--- config.mk ---
export PLATFORM = sky130hd
export DESIGN_NAME = tt_settle_timer
export DESIGN_NICKNAME = d
export VERILOG_FILES = /design/src/rtl/tt_settle_timer.sv
export SDC_FILE = /design/constraint.sdc
export NUM_CORES = 1
export LEC_CHECK = 0
export ABC_AREA = 1
export CAP_MARGIN = 20
export CELL_PAD_IN_SITES_DETAIL_PLACEMENT = 1
export CELL_PAD_IN_SITES_GLOBAL_PLACEMENT = 2
export CORE_AREA = 2 2 39 41
export DETAILED_ROUTE_END_ITERATION = 12
export DIE_AREA = 0 0 41 43
export PLACE_DENSITY = 0.48
export SLEW_MARGIN = 20
export SYNTH_ARGS = -nofsm -noshare
export SYNTH_HDL_FRONTEND = slang
export SYNTH_SLANG_ARGS = --single-unit
--- constraint.sdc ---
create_clock -name clk -period 1.2 [get_ports clk]
set_input_delay 0.24 -clock clk [delete_from_list [all_inputs] [get_ports clk]]
set_output_delay 0.24 -clock clk [all_outputs]
set_load 0.1 [all_outputs]
--- src/rtl/tt_settle_timer.sv ---
// Settle timer: down-counter that measures how long each vector is held
// before its response is sampled.
// Ports:
//   clk     : clock, rising edge
//   rst     : synchronous active-high reset
//   load    : reload the counter with SETTLE-1 (start of a vector)
//   expired : counter has reached zero; this is the last settle cycle
module tt_settle_timer #(
  parameter int SETTLE = 2
) (
  input  logic clk,
  input  logic rst,
  input  logic load,
  output logic expired
);

  logic [3:0] cnt;

  always_ff @(posedge clk) begin
    if (rst) begin
      cnt <= 4'd0;
    end else if (load) begin
      cnt <= 4'(SETTLE - 1);
    end else if (cnt != 4'd0) begin
      cnt <= cnt - 4'd1;
    end
  end

  assign expired = (cnt == 4'd0);

endmodule

Yosys cells after proc, flatten, opt, wreduce, memory -nomap -nowiden

Index checks and enable logic that the tools add are counted.

Register bits after elaboration: 4
Bits of input ports: 3
Output and inout port bits: 1
Logic and storage cells: 9

Add/subtract/negate cells: 1
Multiplexer cells: 2
Reduce and logical (&&, ||, !) cells: 4

Operators with widths:

| kind                | count |
|---|---|
| $logic_not 4->1     | 1 |
| $reduce_bool 4->1   | 1 |
| $sub 4x1->4 const B | 1 |
| $mux 1              | 2 |
| $reduce_bool 2->1   | 1 |
| $reduce_or 2->1     | 1 |

Depth between registers and ports, before layout

Gate-level depths: netlist of the first run.

Depth after elaboration: 3
Mapped depth: 6
Depth with buffers taken out: 6

Least setup slack after synthesis of the first run

Ideal clock, no wire load.

Path kind: register to register
From: reg cnt[0]
To: reg cnt[1]
Library setup time: 0.117 ns
Data arrival time: 1.292 ns
Required time: 1.083 ns
Setup slack: -0.209 ns
Stages on the path, launching flop included: 7
Buffers on the path: 0
Clock period less this slack: 1.409 ns
Cell sequence: dfxtp_1 -> inv_1 -> ha_1 -> nand2_2 -> clkinv_2 -> nor2_1 -> nor2_1

Word-level cells in the longest chain between the ends: 1
Elaborated cells between the ends (all ways): 2
Those cells by class: add/sub: 1; reduce/logical: 1

RTL lines:

| element                                                 | line   | text |
|---|---|---|
| start: declaration                                      | 17     | `logic [3:0] cnt;` |
| start signal: assignment                                | 23     | `cnt <= 4'(SETTLE - 1);` |
| start signal: assignment                                | 25     | `cnt <= cnt - 4'd1;` |
| $sub 4x1->4 / $reduce_bool 4->1 (equally long branches) | 25, 24 |  |

Several ways; a longest one is shown, not always the timed one.
A chain may end at the register's enable or synchronous reset.

Final worst setup path of the first run

From: reg cnt[0]
To: out expired

Word-level cells in the longest chain between the ends: 1

RTL lines:

| element          | line | text |
|---|---|---|
| $logic_not 4->1  | 29   | `assign expired = (cnt == 4'd0);` |
| end: declaration | 14   | `output logic expired` |

Every way passes these cells.

==> results.toml, run 1 <==
[yosys]
synthDominantCellAreaShare = 0.3832
synth_area_um2 = 209.0
synthCells = 31
synth-edff-count = 0
synth_cell_type_count = 12
ys_warn_count = 0
yosysTopAreaCell = "dfxtp_1"
ys.flop_type = "dfxtp_1"
ys_seq_area_frac = 0.3832
syn_area_per_cell_um2 = 6.740
synthTopCellsByCount = "5 x inv_1, 5 x nor2_1, 4 x dfxtp_1, 4 x nand2_1, 4 x nand3_1"
synth_area_leaders = "dfxtp_1 38%, nand3_1 9.6%, inv_1 9.0%, nor2_1 9.0%, a21oi_1 7.2%"
ys_ff_latch = 4
synth_fp_nets = 35
async_flop_share = 0

[detailed_routing]
detail-route-antenna-nets = 0
wire_per_inst_um = 10.29
route.met3.wl_um = 33
postRouteWirelength_um = 607
dr.pass1.iters = 2
drt_iter0_markers = 1
highest-signal-layer = "met3"
via_per_inst = 4.034
wl_met2_um = 357
drc = 0
met1_length_um = 217
num_vias = 238

[placement]
io_buffers = 3
gp_congestion = 0.6755
place_worst_setup_slack_ps = -11.38
dp.cells = 55
post_dp_cell_area_um2 = 317.8

[floorplan]
fp-row-count = 14
die_area_um2 = 1763
die_h_um = 43
start_util = 0.1510
ios = 4
core-area_um2 = 1384
die_w_um = 41

[outcome]
violations = "setup timing"
status = "complete, but fails checks"

[sta]
timing.hold.ws_ps = 546.7
setup_viol = 1
timing.final.crit_period_ps = 1318
skew_ps = 9.983
worst_slack_ps = -117.9
relSlewSlack = 0.8385
max_freq_mhz = 758.8
timing.final.hold_violations = 0
drv_slew = 0
fin_crit_sh = 1.098
worstMarginPinSlew_ps = 241.4
rsz0062_at_grt = "yes"

[grt]
antenna_found_initial = 0
grt-ovfl-total = 0
grt_pass1_wl_um = 1021
grt_pass1_vias = 259
grt_max_degree = 5
grt_use_total = 0.09648

[finish]
final_area_um2 = 372.9
drive_above_1_share = 0.4186
largest_reg_flops = 4
syn2layout_area_growth_pct = 78.44
instances_no_fill = 59
nets = 49
diodes = 0
largestRegisters = "cnt (4)"
fin_util = 0.2694
fillers = 172
regMostFlops = "cnt"

[critical_path]
worst-path-buf-inv = 3
worstReg2RegEnd = "cnt[2]"
critical-path-top-delay-family = "flip-flops"
start_kind = "flip-flop"
path_depth = 5
path_class = "flip-flop to output pin"
regToRegSetupSlack_ps = 120
crit_path_top_delay_cell = "dfxtp_2"
ff2ff_path_depth = 5
end_kind = "output pin"
r2r_start = "cnt[0]"
path_max_fanout = 2
max_stage_delay_ps = 330
cp_data_required_time_ps = 960
arrival_ps = 1080
crit_chain = "inv_2, ha_4, nand2_4, clkinv_8, buf_12"

[hold_path]
min-delay-start = "cnt[3]"
hold_depth = 2
hold_path_end = "cnt[3]"
min_path_type = "flip-flop to flip-flop"

[clock_network]
cts_tree = "built"
clk_latency_ps = 240
numCtsBuffers = 3
path_clk_slew_ps = 40
clk_path_buf_depth = 2
ctsHtreeMaxLevel = 1
cts.sinks = 4
ctsRootBufferMaster = "clkbuf_4"

[run]
max_cap_viol_count = 0

[power_and_ir_drop]
power.density_nw_per_um2 = 1792
p_leak_nw = 0.1663
peakVddDrop_mv = 0.6744
-- per-stage QoR --
stage / power (mW) / setup TNS, ps
after floorplan: 0.3389 / 0
after CTS: 0.6828 / -125.0
after global routing: 0.7091 / -150.3
after global placement: 0.4495 / 0
after detailed placement: 0.4608 / -11.38
final: 0.6683 / -117.9
-- layer usage --
metal,global-route usage,vias up
li1,-,120
met1,0.07742,112
met2,0.1500,6
met3,0.09424,0
met4,0.04000,0
met5,0,-
-- repair_timing --
item                       4_1_cts  5_1_grt
pin swaps                        2        0
setup endpoints to repair        1        1
setup buffers                    1        0
hold buffers                     0        0
resized for setup                8        0
-- worst max path at each step --
stage | to | startpoint | slack, ps
finish | expired | cnt[0] | -120
global placement | expired | cnt[0] | 10
global route | expired | cnt[0] | -150
floorplan | cnt[1] | cnt[0] | 2
CTS | expired | cnt[0] | -130
detailed placement | cnt[1] | load | -10
-- where the power goes --
group	total, mW	internal [mW]	switching (mW)
sequential	0.165	0.151	0.0138
combinational	0.326	0.144	0.182
clock	0.177	0.113	0.0645
-- cells in the final DEF, fill, tap and decap left out --
master and instances:
dfxtp_1 2, inv_2 2, clkdlybuf4s50_1 2, buf_4 6, nor2_1 5, dfxtp_2 2
nand3_1 4, buf_12 1, clkbuf_4 3, or2_0 1, ha_4 1, nand2_1 4
o21ai_0 1, nand2_4 1, nor2_4 1, clkinv_8 1, a21oi_1 3, inv_1 3
-- worst reg2reg max path, stage by stage, from the launching register on --
cell and delay (ps):
dfxtp_2 330, inv_2 50, ha_4 160, buf_4 140
or2_0 210, a21oi_1 130
-- cells by family after synthesis --
| group | Yosys count | synth area share |
|---|---|---|
| simple gates | 16 | 0.3474 |
| flops | 4 | 0.3832 |
| fa+ha+maj | 1 | 0.05987 |
| buf+inv | 6 | 0.1138 |
| compound gates | 4 | 0.09576 |
-- area by class of cell --
type / instances / area (um^2) / area share
inverter: 6 / 35.03 / 0.09396
tap: 16 / 20.02 / 0.05369
timing repair buffer: 9 / 85.08 / 0.2282
clock buffer: 3 / 22.52 / 0.06040
sequential: 4 / 82.58 / 0.2215
multi-input combinational: 21 / 127.6 / 0.3423
Note: power is estimated with default switching activity, not from simulation.
==> run 2, diff against run 1 <==
DONT_BUFFER_PORTS = 1   (was not set)
PLACE_DENSITY = 0.41   (was 0.48)
==> run 2 against run 1 <==
- the flow still finishes with violations (setup timing)
- utilization is 0.99 points lower
- critical path depth down 1
- final area is 3.7% lower
- global-route usage down 1.6 points
- cell count is the same
- die area unchanged
- count of clock-buffer cells in the layout is the same
- combinational power decreased by 7.1%
- sequential share of layout area rose by 0.85 points
- maximum frequency increased by 8.2%
- wire length fell by 10%
- largest cell class unchanged
==> results.toml, run 2 (synthesis gave the netlist of run 1 again) <==
[placement]
place_worst_setup_slack_ps = -15.61
dp.cells = 54
io_buffers = 0
gp_congestion = 0.6982
post_dp_cell_area_um2 = 292.8
hpwl_um = 463.5

[sta]
skew_ps = 1.503
timing.final.crit_period_ps = 1218
worstMarginPinSlew_ps = 246.8
rsz0062_at_grt = "yes"
timing.final.hold_violations = 0
relSlewSlack = 0.8348
fin_crit_sh = 1.015
max_freq_mhz = 821.2
timing.hold.ws_ps = 67.70
setup_viol = 1
tns_ps = -17.71
worst_slack_ps = -17.71
drv_slew = 0

[grt]
antenna_found_initial = 0
grt_max_degree = 5
grt_pass1_vias = 258
grt_use_total = 0.08040
grt-ovfl-total = 0
grt_pass1_wl_um = 903

[clock_network]
clk_latency_ps = 230
numCtsBuffers = 3
cts.sinks = 4
ctsRootBufferMaster = "clkbuf_4"
hold_buffers = 0
cts_tree = "built"
path_clk_slew_ps = 40
clk_path_buf_depth = 2
ctsHtreeMaxLevel = 1

[detailed_routing]
detail-route-antenna-nets = 0
dr.pass1.iters = 4
drt_iter0_markers = 2
drc = 0
num_vias = 226
wire_per_inst_um = 9.220
postRouteWirelength_um = 544
via_per_inst = 3.831

[critical_path]
worst-path-buf-inv = 2
end_kind = "output pin"
start_kind = "flip-flop"
crit_chain = "inv_2, ha_4, nand2_4, clkinv_8"
path_class = "flip-flop to output pin"
arrival_ps = 980
crit_path_top_delay_cell = "dfxtp_2"
critical-path-top-delay-family = "flip-flops"
max_stage_delay_ps = 320
path_max_fanout = 2
cp_data_required_time_ps = 960

[finish]
final_area_um2 = 359.1
mostFrequentLayoutCells = "9 x buf_4, 5 x nor2_1, 4 x nand2_1, 4 x nand3_1"
drive_above_1_share = 0.4884
largestRegisters = "cnt (4)"
instances_no_fill = 59
layout_commonest_cell = "buf_4"
regMostFlops = "cnt"
nets = 49
diodes = 0
syn2layout_area_growth_pct = 71.86
fin_util = 0.2595
largest_reg_flops = 4

[floorplan]
die_w_um = 41
start_util = 0.1510
ios = 4
core-area_um2 = 1384
fp-row-count = 14
die_area_um2 = 1763
die_h_um = 43

[hold_path]
min_path_type = "input pin to flip-flop"

[outcome]
violations = "setup timing"
status = "complete, but fails checks"

[power_and_ir_drop]
p_leak_nw = 0.1642
total_power_uw = 632.7
power.density_nw_per_um2 = 1762
peakVddDrop_mv = 0.5230

[run]
max_cap_viol_count = 0
==> run 2: cell types whose count changed in the layout (fill, tap and decap cells not counted) <==
cell	before	now
buf_12	1	0
clkdlybuf4s50_1	2	0
buf_4	6	9
o21ai_2	0	1
o21ai_0	1	0
==> run 2: worst register-to-register path: stages (launching register included) <==
cell and delay (ps):
dfxtp_2 310, inv_2 70, ha_4 140, nand2_4 70, buf_4 140, buf_4 130
o21ai_2 100, nor2_1 40
==> run 2: area by class of cell <==
class                           count  area, um^2
Fill cell                         178        1025
Multi-Input combinational cell     21       131.4
Sequential cell                     4       82.58
Timing Repair Buffer                9       67.56
Inverter                            6       35.03
Clock buffer                        3       22.52
Tap cell                           16       20.02
==> run 2: path summary, 6_finish.rpt <==
| path | endpoint | from | depth (start not counted) | slack [ps] |
|---|---|---|---|---|
| worst min-delay path | cnt[0] | rst | 1 | 70 |
| worst max-delay path | expired | cnt[0] | 4 | -20 |
| worst max register to register | cnt[1] | cnt[0] | 7 | 80 |
| worst min register to register | cnt[3] | cnt[3] | 2 | 550 |
==> run 2: timing repair <==
| item | 4_1_cts | 5_1_grt |
|---|---|---|
| pin swaps | 2 | 0 |
| gates cloned | 0 | 0 |
| gates resized for setup | 8 | 2 |
| setup endpoints to repair | 3 | 2 |
| endpoints found under the hold margin | 0 | 0 |
| buffers inserted | 2 | 0 |
==> run 2: power by group <==
| group | total [mW] | leakage [nW] | switching [mW] | internal (mW) |
|---|---|---|---|---|
| clock | 0.165 | 0.0138 | 0.0537 | 0.112 |
| combinational | 0.303 | 0.117 | 0.178 | 0.124 |
| sequential | 0.165 | 0.0335 | 0.0133 | 0.151 |
==> run 2: layer usage <==
| layer | share of wire | wire length, um | global-route usage |
|---|---|---|---|
| met1 | 0.38 | 207 | 0.09032 |
| met2 | 0.57 | 310 | 0.1156 |
| met3 | 0.046 | 25 | 0.03141 |
| met4 | 0 | 0 | 0.06000 |
| met5 | 0 | 0 | 0 |
==> run 3, diff against run 2 <==
CAP_MARGIN = 30   (was 20)
==> results of run 3 <==
Final layout, timing and power as in run 2 (identical DEF).
